[src/rtl/uart_frame_arbiter.sv]
// uart_frame_arbiter
// Shares one byte-wide UART transmitter between two frame-oriented
// requesters. Each granted frame goes out as a header byte (HDR0 or HDR1
// naming the channel) followed by the channel's bytes, up to and including
// the one flagged last. A frame is never interrupted by the other channel.
//
// Ports
//   clk                    system clock, rising edge
//   reset                  synchronous, active-high
//   req0_valid/req1_valid  requester has a byte available
//   req0_data/req1_data    requester byte
//   req0_last/req1_last    byte is the final byte of its frame
//   req0_ready/req1_ready  combinational; byte moves when valid && ready
//   uart_active            transmitter busy (rises the cycle after uart_dv)
//   uart_dv                registered one-cycle start pulse to transmitter
//   uart_d                 registered byte to transmitter
//   grant                  registered one-hot owner, 2'b00 when idle
//   frames_sent            registered count of completed frames (wraps)
module uart_frame_arbiter #(
  parameter logic [7:0] HDR0 = 8'hA0,
  parameter logic [7:0] HDR1 = 8'hA1
) (
  input  logic        clk,
  input  logic        reset,
  input  logic        req0_valid,
  input  logic        req1_valid,
  input  logic [7:0]  req0_data,
  input  logic [7:0]  req1_data,
  input  logic        req0_last,
  input  logic        req1_last,
  output logic        req0_ready,
  output logic        req1_ready,
  input  logic        uart_active,
  output logic        uart_dv,
  output logic [7:0]  uart_d,
  output logic [1:0]  grant,
  output logic [15:0] frames_sent
);

  typedef enum logic [1:0] {IDLE, HDR, DATA, HOLD} state_t;

  state_t     state;
  logic [1:0] holdoff;
  logic       last_owner;
  logic       frame_done;
  logic       issue_ok;

  // uart_active only rises a cycle after our pulse, so the holdoff counter
  // keeps us from trusting a stale "not busy" in that window.
  assign issue_ok   = (holdoff == 2'd0) && !uart_active;
  assign req0_ready = (state == DATA) && grant[0] && issue_ok;
  assign req1_ready = (state == DATA) && grant[1] && issue_ok;

  // last_owner is 1 for channel 1, so after reset a tie goes to channel 0.
  always_ff @(posedge clk) begin
    if (reset) begin
      state       <= IDLE;
      grant       <= 2'b00;
      uart_dv     <= 1'b0;
      uart_d      <= 8'h00;
      frames_sent <= 16'h0000;
      holdoff     <= 2'd0;
      last_owner  <= 1'b1;
      frame_done  <= 1'b0;
    end else begin
      uart_dv <= 1'b0;
      if (holdoff != 2'd0) begin
        holdoff <= holdoff - 2'd1;
      end

      case (state)
        IDLE: begin
          if (req0_valid && req1_valid) begin
            grant <= last_owner ? 2'b01 : 2'b10;
            state <= HDR;
          end else if (req0_valid) begin
            grant <= 2'b01;
            state <= HDR;
          end else if (req1_valid) begin
            grant <= 2'b10;
            state <= HDR;
          end
        end

        HDR: begin
          if (issue_ok) begin
            uart_d     <= grant[1] ? HDR1 : HDR0;
            uart_dv    <= 1'b1;
            holdoff    <= 2'd2;
            frame_done <= 1'b0;
            state      <= HOLD;
          end
        end

        // Only the granted channel can see ready, so at most one branch fires.
        DATA: begin
          if (req0_valid && req0_ready) begin
            uart_d     <= req0_data;
            uart_dv    <= 1'b1;
            holdoff    <= 2'd2;
            frame_done <= req0_last;
            state      <= HOLD;
          end else if (req1_valid && req1_ready) begin
            uart_d     <= req1_data;
            uart_dv    <= 1'b1;
            holdoff    <= 2'd2;
            frame_done <= req1_last;
            state      <= HOLD;
          end
        end

        HOLD: begin
          if (holdoff == 2'd0) begin
            if (!frame_done) begin
              state <= DATA;
            end else begin
              frames_sent <= frames_sent + 16'd1;
              last_owner  <= grant[1];
              grant       <= 2'b00;
              state       <= IDLE;
            end
          end
        end

        default: state <= IDLE;
      endcase
    end
  end

endmodule

[config.mk]
export PLATFORM = sky130hd
export DESIGN_NAME = uart_frame_arbiter
export DESIGN_NICKNAME = d
export VERILOG_FILES = /design/src/rtl/uart_frame_arbiter.sv
export SDC_FILE = /design/constraint.sdc
export NUM_CORES = 1
export LEC_CHECK = 0
export BUFFER_PORTS_ARGS = -buffer_cell sky130_fd_sc_hd__buf_2
export CORE_MARGIN = 2
export CORE_UTILIZATION = 45
export CTS_BUF_LIST = sky130_fd_sc_hd__clkbuf_16
export CTS_CLUSTER_DIAMETER = 150
export DETAILED_ROUTE_END_ITERATION = 8
export GPL_ROUTABILITY_DRIVEN = 0
export PLACE_DENSITY = 0.73
export SLEW_MARGIN = 20
export SYNTH_ARGS = -nofsm -noshare
export SYNTH_HDL_FRONTEND = slang
export SYNTH_SLANG_ARGS = --single-unit
[constraint.sdc]
create_clock -name clk -period 2.41 [get_ports clk]
set_clock_uncertainty 0.2 [all_clocks]
set_input_delay 0.241 -clock clk [delete_from_list [all_inputs] [get_ports clk]]
set_output_delay 0.241 -clock clk [all_outputs]
set_load 0.005 [all_outputs]
# Word level (Yosys, flattened, before mapping)

Cells that the tools add are included.

Bits in registers: 33
Input bits: 23
Output and inout port bits: 29
Word-level logic and storage cells: 70

Add/subtract/negate cells: 2
Eq/ne operators: 8
Multiplexer cells: 34
Reductions and logical operators: 18

Operators by type and width:

| operator              | count |
|---|---|
| $mux 2                | 18 |
| $mux 8                | 3 |
| $add 16x1->16 const B | 1 |
| $pmux 8 s2            | 1 |
| $logic_and 1x1->1     | 8 |
| $pmux 2 s2            | 2 |
| $pmux 2 s4            | 1 |
| $reduce_and 4->1      | 2 |
| $mux 1                | 7 |
| $ne 2x2->1 const B    | 3 |
| $reduce_and 3->1      | 2 |
| $reduce_bool 2->1     | 3 |
| $eq 2x2->1 const B    | 2 |
| $logic_not 2->1       | 2 |
| $ne 4x4->1 const B    | 1 |
| $pmux 1 s2            | 2 |
| $ne 3x1->1 const B    | 1 |
| $eq 2x1->1 const B    | 1 |
| $sub 2x1->2 const B   | 1 |
| $logic_not 1->1       | 1 |

# Longest topological paths before layout

Depth in word-level cells: 7
Gate-level depth with buffers: 7
Gate-level depth less buffers: 6

# Worst setup path before layout

No wires, ideal clock.

Kind: register to register
Start point: reg state[0]
End point: reg frames_sent[12]
Library setup time: 70 ps
Arrival: 2,011 ps
Required time: 2,140 ps
Setup slack: 129 ps
Cell stages (with the launch flop): 8
Path buffers: 2
Period minus slack after synthesis: 2,281 ps
Cell sequence: dfxtp_1 -> ha_1 -> buf_2 -> nand4bb_1 -> buf_6 -> or4_4 -> or4_1 -> a21oi_1

Longest elaborated chain between the ends: 2

Ends and longest elaborated chain:

| what                       | line | RTL |
|---|---|---|
| from (decl)                | 42   | `state_t state;` |
| from (signal assigned)     | 57   | `state <= IDLE;` |
| from (signal assigned)     | 75   | `state <= HDR;` |
| from (signal assigned)     | 78   | `state <= HDR;` |
| $eq 2x2->1                 | 71   | `case (state)` |
| $reduce_and 3->1 (no line) | -    |  |
| to (signal assigned)       | 117  | `frames_sent <= frames_sent + 16'd1;` |
| to (decl)                  | 37   | `output logic [15:0] frames_sent` |

Every way passes these cells.
A chain may end at the register's enable or synchronous reset.

# Final worst setup path

Start point: reg state[0]
End point: out req1_ready

Longest elaborated chain between the ends: 3

Ends and longest elaborated chain:

| what                            | line | RTL |
|---|---|---|
| $eq 2x2->1                      | 52   | `assign req1_ready = (state == DATA) && grant[1] && issue_ok;` |
| $logic_and 1x1->1 (2 in series) | 52   |  |
| to (decl)                       | 32   | `output logic req1_ready,` |

Every way passes these cells.

==> impl_results.md <==
- Wire per inst: 12.3 um
- Synth Flop Type: dfxtp_1
- Peak supply drop: 0.478 mV
- Outcome: finished clean
- CTS Hold Bufs: 0
- Die area: 0.00414 mm2
- Max frequency: 0.443 GHz
- Top delay family on crit path: simple AND/OR/NAND/NOR gates
- Layout Cells excl Fill: 285
- Root buffer cell: clkbuf_16
- Design area: 0.00210 mm2
- Largest cells by area after synthesis: dfxtp_1, mux2i_1, ha_1
- DRT Wirelength: 3.50 mm
- Worst hold path type: in -> reg
- Crit-path slowest cell: or4b_2
- Worst skew pair latency: 0.27 ns
- Antenna viol nets, final: 0
- Most common cell after layout, fill and taps aside: buf_2
- Clock slew at reported path FFs: 0.05 ns
- Global-route wire length before repair: 6.06 mm
- CP bufs+invs: 2
- Post-synth top area share: 40.4%
- Setup TNS: 0 ns
- Nets: 267
- Initial DRC count: 65
- Syn Inst Count: 180
- Crit. End Element: output port
- Port Buffers: 51
- Via density: 5.27
- Post-synthesis net count: 209
- Max_cap viols: 0
- Syn. warnings: 0
- Static Leak: 0.896 nW
- Final Critical Period: 2.26 ns
- Synth area leader: dfxtp_1
- Residual DRC count: 0
- Most frequent cells in the layout: buf_2, dfxtp_1, nor2_1, a21oi_1, nand2_1
- Synthesized flop and latch total: 33
- Starting density of the core: 47.9%
- Die Span Y: 64.3 um
- Antenna Cells: 0
- RSZ-0062 raised after global routing: no
- Worst EP arrival: 1.82 ns
- Area grow syn2layout: 28.4%
- Max Slew Vio Count: 0
- Dpl cell area: 0.00196 mm2
- Relative slew slack: 61.1%
- WP data required: 1.97 ns
- Setup bufs post-CTS: 0
- Largest net degree at the start of global routing: 29
- Mapped Area: 0.00164 mm2
- Syn avg cell area: 9.09 um2
- Vias in the first global route: 1370
- PwrDens: 658 mW/mm2
- Antenna violations before repair: 0
- HPWL Detailed: 2.55 mm
- Core box area: 0.00342 mm2
- # resized after CTS: 0
- Critical Path Start Type: register
- Asr flop ratio synth: 0%
- CP cell instances: inv_1, ha_1, or4b_2, nor2_1, buf_2
- Fin crit share: 93.6%
- Layout cells sized above 1: 31.0%
- Final core area utilization: 61.5%
- Number of fill cells: 302
- Cells after DPL: 277
- Post-synth EDFFs: 0
- IO Pins: 52
- Clk sinks: 33
- CTS tree: done
- Worst path max stage delay: 0.67 ns
- Final setup violating endpoints: 0
- Crit Path Class: reg -> out
- Final Hold Fails: 0
- Width of the chip: 64.3 um
- H-tree depth: 2
- Distinct cell type count after synthesis: 49
- GRT Overall Usage: 18.4%
- Num rows: 21
- CP Max Fanout: 5
- Total gr overflow: 0
- Worst Max-Slew Pin Slew: 0.583 ns
- Max clock buf depth: 2
- Via count: 1502
- Drt first pass iters: 4
- Total CTS buffers: 5
- Seq/Total Area, Yosys: 40.4%
==> cells in the mapped netlist, drive strengths merged, types with 2 or more instances <==
cell type,instances
nand4,4
o31ai,2
nand2,10
nand3,8
ha,6
clkbuf,2
o2bb2ai,6
and3,3
or4,3
o21ai,2
nor4,2
o22ai,3
nor3,4
a22oi,2
nor2b,3
mux2i,8
mux2,2
buf,3
or3,3
inv,9
or2,2
xor2,3
xnor2,7
nor2,20
dfxtp,33
a211oi,2
a21oi,11
==> layout make-up <==
cell class	instances	area (um2)	share of cell area [%]
tap	46	57.6	2.74
sequential	33	661	31.4
inverter	9	33.8	1.61
timing repair buffer	56	293	13.9
multi-input combinational	133	920	43.7
clock buffer	5	125	5.95
clock inverter	3	12.5	0.595
==> sequential cells by signal, indices dropped and copies added, names as in the netlist <==
| signal | flops |
|---|---|
| frames_sent | 16 |
| uart_d | 8 |
| grant | 2 |
| holdoff | 2 |
| state | 2 |
| frame_done | 1 |
| last_owner | 1 |
| uart_dv | 1 |
==> worst reg2reg max path, stage by stage, from the launching register on <==
cell and delay (ns):
dfxtp_1 0.41, ha_1 0.22, nand4bb_1 0.16, or4_4 0.61, or4_1 0.42, a21oi_1 0.14
==> kinds of logic (layout without fill, tap and decap cells) <==
kind of cell	Yosys count	count (layout)	synth area share, %
AND/OR/NAND/NOR	68	68	22.6
flip-flops	33	33	40.4
adder cells (fa/ha/maj)	6	6	4.59
buffers and inverters	14	73	3.75
XOR/XNOR	10	10	5.35
multiplexers	10	10	6.27
AO/OA/AOI/OAI	39	39	17.0
==> final timing paths <==
path                      from              end  slack, ns  cells past startpoint
setup / recovery      state[0]       req1_ready       0.15                      5
hold / removal    req1_data[6]        uart_d[6]       0.04                      3
setup reg to reg      state[0]  frames_sent[14]       0.19                      5
hold reg to reg      uart_d[1]        uart_d[1]       0.26                      1
==> where the power goes <==
| part | switching (mW) | internal [mW] | total [mW] |
|---|---|---|---|
| clock network | 0.205 | 0.372 | 0.577 |
| logic | 0.119 | 0.0964 | 0.215 |
| registers | 0.0213 | 0.570 | 0.591 |
| total | 0.345 | 1.04 | 1.38 |
==> metal layers <==
metal | routed length, um | share of wire [%] | track usage [%]
met5 | 0 | 0 | 0
met4 | 49 | 1.4 | 6.38
met3 | 253 | 7.2 | 7.04
met2 | 1520 | 43 | 28.6
met1 | 1670 | 48 | 23.1
==> through the flow <==
| step | setup slack [ns] | power (mW) | hold slack, ns |
|---|---|---|---|
| 6_report | 0.153 | 1.38 | 0.0373 |
| 3_5_place_dp | 0.118 | 0.814 | 0.245 |
| 4_1_cts | 0.0908 | 1.40 | 0.0344 |
| 5_1_grt | 0.0590 | 1.47 | 0.0499 |
| 2_1_floorplan | 0.129 | 0.736 | 0.216 |
| 3_3_place_gp | 0.146 | 0.815 | 0.245 |
No activity file was read; power rests on OpenSTA's default activity.
